## src/rtl/sigdel_dac_mc.sv

```systemverilog
// Multi-channel sigma-delta DAC: frames are buffered over valid/ready, held for OSR clocks
// and fed to per-channel 1st-order (carry) or 2nd-order (saturating CIFB) modulators.
module sigdel_dac_mc #(
   parameter int BITLEN   = 16,
   parameter int CHANNELS = 2,
   parameter int OSR      = 64
) (
   input  logic                         clk,
   input  logic                         rst,
   input  logic                         en,
   input  logic                         order_sel,
   input  logic [CHANNELS*BITLEN-1:0]   in_data,
   input  logic                         in_valid,
   output logic                         in_ready,
   output logic [CHANNELS-1:0]          out,
   output logic                         sample_tick,
   output logic                         underrun,
   output logic [15:0]                  underrun_cnt,
   output logic                         order_active
);

   localparam int CW = (OSR > 2) ? $clog2(OSR) : 1;
   localparam int SW = BITLEN + 5;
   localparam logic signed [SW-1:0] HALF   = SW'(2 ** (BITLEN - 1));
   localparam logic signed [SW-1:0] I1_MAX = SW'(2 ** (BITLEN + 1) - 1);
   localparam logic signed [SW-1:0] I1_MIN = SW'(-(2 ** (BITLEN + 1)));
   localparam logic signed [SW-1:0] I2_MAX = SW'(2 ** (BITLEN + 3) - 1);
   localparam logic signed [SW-1:0] I2_MIN = SW'(-(2 ** (BITLEN + 3)));

   logic [CW-1:0]                count_reg;
   logic [CHANNELS*BITLEN-1:0]   pend_reg;
   logic                         pend_full_reg;
   logic [CHANNELS*BITLEN-1:0]   held_reg;
   logic                         sample_tick_reg;
   logic                         underrun_reg;
   logic [15:0]                  underrun_cnt_reg;
   logic                         order_active_reg;
   logic                         tick;
   logic                         accept;
   logic                         mode_clear;

   assign tick       = en && (count_reg == CW'(OSR - 1));
   assign accept     = in_valid && !pend_full_reg;
   assign mode_clear = tick && (order_sel != order_active_reg);

   assign in_ready     = !pend_full_reg;
   assign sample_tick  = sample_tick_reg;
   assign underrun     = underrun_reg;
   assign underrun_cnt = underrun_cnt_reg;
   assign order_active = order_active_reg;

   always_ff @(posedge clk) begin
      if (rst) begin
         count_reg        <= '0;
         pend_reg         <= '0;
         pend_full_reg    <= 1'b0;
         held_reg         <= '0;
         sample_tick_reg  <= 1'b0;
         underrun_reg     <= 1'b0;
         underrun_cnt_reg <= '0;
         order_active_reg <= 1'b0;
      end else begin
         if (!en || tick)
            count_reg <= '0;
         else
            count_reg <= count_reg + CW'(1);
         sample_tick_reg <= tick;
         underrun_reg    <= tick && !pend_full_reg;
         if (tick && !pend_full_reg && underrun_cnt_reg != 16'hFFFF)
            underrun_cnt_reg <= underrun_cnt_reg + 16'd1;
         if (tick)
            order_active_reg <= order_sel;
         if (tick && pend_full_reg)
            held_reg <= pend_reg;
         // A frame accepted on the tick lands in pend; in_ready is low whenever pend is full,
         // so an accept and a pend->held transfer never coincide.
         if (accept) begin
            pend_reg      <= in_data;
            pend_full_reg <= 1'b1;
         end else if (tick) begin
            pend_full_reg <= 1'b0;
         end
      end
   end

   for (genvar gi = 0; gi < CHANNELS; gi++) begin : g_ch
      logic [BITLEN-1:0]         x;
      logic [BITLEN:0]           acc_reg;
      logic [BITLEN:0]           acc_next;
      logic signed [BITLEN+1:0]  i1_reg;
      logic signed [BITLEN+1:0]  i1_next;
      logic signed [BITLEN+3:0]  i2_reg;
      logic signed [BITLEN+3:0]  i2_next;
      logic                      out_reg;
      logic signed [SW-1:0]      xs;
      logic signed [SW-1:0]      fb;
      logic signed [SW-1:0]      s1;
      logic signed [SW-1:0]      s2;

      assign x = held_reg[gi*BITLEN +: BITLEN];

      // Sums are formed wide enough that they cannot overflow, then clamped to the integrator range.
      always_comb begin
         acc_next = {1'b0, acc_reg[BITLEN-1:0]} + {1'b0, x};
         xs       = $signed(SW'({1'b0, x})) - HALF;
         fb       = out_reg ? HALF : -HALF;
         s1       = SW'(i1_reg) + xs - fb;
         s2       = SW'(i2_reg) + SW'(i1_reg) - fb;
         if (s1 > I1_MAX)
            i1_next = (BITLEN+2)'(I1_MAX);
         else if (s1 < I1_MIN)
            i1_next = (BITLEN+2)'(I1_MIN);
         else
            i1_next = (BITLEN+2)'(s1);
         if (s2 > I2_MAX)
            i2_next = (BITLEN+4)'(I2_MAX);
         else if (s2 < I2_MIN)
            i2_next = (BITLEN+4)'(I2_MIN);
         else
            i2_next = (BITLEN+4)'(s2);
      end

      always_ff @(posedge clk) begin
         if (rst || !en) begin
            acc_reg <= '0;
            i1_reg  <= '0;
            i2_reg  <= '0;
            out_reg <= 1'b0;
         end else begin
            out_reg <= order_active_reg ? !i2_reg[BITLEN+3] : acc_reg[BITLEN];
            if (mode_clear) begin
               acc_reg <= '0;
               i1_reg  <= '0;
               i2_reg  <= '0;
            end else if (order_active_reg) begin
               i1_reg <= i1_next;
               i2_reg <= i2_next;
            end else begin
               acc_reg <= acc_next;
            end
         end
      end

      assign out[gi] = out_reg;
   end

endmodule
```

## config.mk

```make
export PLATFORM = sky130hd
export DESIGN_NAME = sigdel_dac_mc
export DESIGN_NICKNAME = d
export VERILOG_FILES = /design/src/rtl/sigdel_dac_mc.sv
export SDC_FILE = /design/constraint.sdc
export NUM_CORES = 1
export LEC_CHECK = 0
export ABC_AREA = 1
export ABC_CLOCK_PERIOD_IN_PS = 7300
export BUFFER_PORTS_ARGS = -buffer_cell sky130_fd_sc_hd__buf_2
export CORE_ASPECT_RATIO = 1.5
export CORE_MARGIN = 1.5
export CORE_UTILIZATION = 50
export CTS_CLUSTER_SIZE = 14
export DETAILED_ROUTE_END_ITERATION = 16
export PLACE_DENSITY = 0.68
export SYNTH_ARGS = -nofsm -noshare
export SYNTH_HDL_FRONTEND = slang
export SYNTH_SLANG_ARGS = --single-unit
```

## constraint.sdc

```tcl
create_clock -name clk -period 7.3 [get_ports clk]
set_input_delay 1.095 -clock clk [delete_from_list [all_inputs] [get_ports clk]]
set_output_delay 1.095 -clock clk [all_outputs]
set_load 0.02 [all_outputs]
```

==> impl_metrics.csv <==
group,metric,value,unit
synth,synthCells,2369,
synth,synth.top_cell.area_share,0.255,
worst_hold_path,hold_path_end,"count_reg[0]",
routing,drtAntennaViolNets,0,
layout,area_growth,8.49,%
timing,final.setup.tns,0,ns
synth,ys_seq_area_frac,0.255,
timing,hold_viol,0,
grt,use_met1,0.274,
cts,ctsRootBufferMaster,"clkbuf_16",
routing,num_vias,14700,
cts,cts_setup_buffers,0,
cts,clk_latency,0.54,ns
timing,rsz0062_at_grt,"false",
grt,grtUsageMet2,0.495,
place,hpwl,32.0,mm
grt,antenna_found_initial,0,
routing,wl_per_cell,14.9,um
setup_path,r2r_setup_slack,3.97,ns
synth,synth_fp_nets,2592,
setup_path,end_kind,"register",
timing,setup_viol,0,
timing,fin_worst_skew,0.0226,ns
setup_path,required,7.67,ns
worst_hold_path,hold_depth,1,
setup_path,r2r_end,"g_ch[0].i2_reg[7]",
layout,fin_cells,2814,
layout,layout-drive-gt1-share,0.100,
cts,htreeDepth,1,
layout,nNetsFinal,2617,
die,dieArea,0.0328,mm^2
place,portBuffers,58,
cts,cts_tree,"done",
routing,dr.pass1.iters,7,
synth,synth_area_leaders,"dfxtp_1 (26%), ha_1 (14%), nand2_1 (11%)",
grt,busiest_layer,"met2",
cts,cts_sinks,202,
routing,via_per_inst,5.22,
layout,largest_register_ffs,40,
pwr,peakVddDrop,130,uV
pwr,power.total,2440,uW
routing,drt_wl_total,41.8,mm
layout,final_util,0.552,
routing,drt_iter0_markers,611,
synth,synth_area_leader_cell,"dfxtp_1",
cts,cts_resized,0,
grt,grt_pass1_vias,14400,
timing,min_period,3.33,ns
layout,n_antenna_cell,0,
setup_path,worstSetupPathType,"reg2reg",
layout,final_common_cell,"nand2_1",
setup_path,crit_fanout,18,
setup_path,arrival,3.70,ns
pwr,p_leak,0.00878,uW
grt,grt.met3_usage,0.0206,
grt,overflow,0,
die,die_x,148,um
grt,grt_max_degree,100,
status,status,"completed",
grt,grt_pass1_wl,68.4,mm
worst_hold_path,worstHoldPathType,"reg2reg",
synth,ys_warn_count,0,
synth,synth_area,0.0158,mm^2
flow_run,cap_viol_max_count,0,
timing,final_max_slew_viol_count,0,
die,row_count,79,
layout,final_cell_mix,"nand2_1 (484), inv_1 (427), dfxtp_1 (201)",
cts,cts_hold_buf,0,
cts,clk_pin_slew,0.06,ns
place,dp.cells,2775,
synth,syn_avg_cell_area,6.69,um^2
setup_path,r2r_start,"g_ch[0].out_reg",
setup_path,crit_path_start_kind,"register",
pwr,p_per_area,142,mW/mm^2
die,pin_count,59,
die,initial_core_util,0.509,
timing,fmax,301,MHz
grt,grt_usage,0.256,
setup_path,r2r_cells,11,
timing,setup_ws,3.97,ns
timing,period_share,0.456,
place,gp_congestion,0.953,
cts,numCtsBuffers,22,
routing,drc_errors,0,
timing,slew_headroom,0.210,
synth,synth_cell_types,45,
worst_hold_path,hold_path.startpoint,"count_reg[0]",
die,die_h,221,um
place,dp_slack,3.77,ns
synth,ys_ff_latch,202,
timing,tightest_slew,1.18,ns
die,core-area,0.0311,mm^2
cts,cts_buffer_depth,3,
[critical path, cell delays in order, from the launching register on]
cell and delay [ns]:
dfxtp_1 0.51, inv_1 0.17, fa_1 0.50, inv_1 0.05
ha_1 0.35, nand2_1 0.15, nor3_1 0.28, nand3b_1 0.14
nand4_1 0.13, nand2_2 0.11, a21oi_4 0.61, a21oi_1 0.16
[report_power, final]
group	total [uW]	internal [uW]	switching, uW	leakage [uW]
logic	70.4	23.2	47.2	0.00674
registers	1120	1120	8.44	0.00163
clock network	1250	769	481	0.000400
total	2440	1910	536	0.00878
[layer usage]
metal  vias up  wire length, um  part of all wire
li1       7623                -                 -
met1      6747            16500              0.40
met2       226            22100              0.53
met3        83             1150             0.027
met4         0             2030             0.048
met5         -                0                 0
[logic make-up after synthesis]
logic type / after synthesis / share of synthesized area
compound gates: 488 / 0.174
fa+ha+maj: 186 / 0.153
buf+inv: 523 / 0.130
simple gates: 896 / 0.247
xor+xnor: 74 / 0.0409
flops: 202 / 0.255
[synth_stat cells, drive strengths merged]
master,count
nor2,214
a21boi,4
o211ai,19
a31oi,9
dfxtp,202
o21bai,12
o31ai,4
nand4,36
o21ai,200
o21a,3
nor3,22
nand3b,6
a221oi,1
or2,1
xnor2,29
buf,16
inv,461
nand2,512
ha,172
nand3,99
a211oi,4
clkbuf,46
a21oi,228
nor4,5
a21o,4
and3,1
fa,14
xor2,45
[final cells by class]
class                           count  area (um^2)
Fill cell                        3137        13900
Multi-Input combinational cell   1644         9760
Sequential cell                   202         4050
Inverter                          461         1740
Clock buffer                       31          654
Tap cell                          405          507
Timing Repair Buffer               63          328
Clock inverter                      8          159
[worst max path at each step]
stage,slack (ns),start,to,depth (start not counted)
CTS,3.94,g_ch[0].i1_reg[17],g_ch[0].i2_reg[0],11
finish,3.97,g_ch[0].out_reg,g_ch[0].i2_reg[7],11
floorplan,4.62,g_ch[0].i1_reg[17],g_ch[0].i2_reg[10],12
detailed placement,3.77,rst,g_ch[0].i1_reg[10],8
global placement,3.79,rst,g_ch[0].acc_reg[9],9
global route,3.65,g_ch[0].out_reg,g_ch[0].i2_reg[0],11
[per-stage QoR]
step / hold WS (ns) / cell area, um^2
finish: 0.463 / 17200
global route: 0.489 / 17200
CTS: 0.467 / 17200
detailed placement: 0.453 / 16400
global placement: 0.446 / 16400
floorplan: 0.428 / 15800
Power figures use the tool's default switching activity.
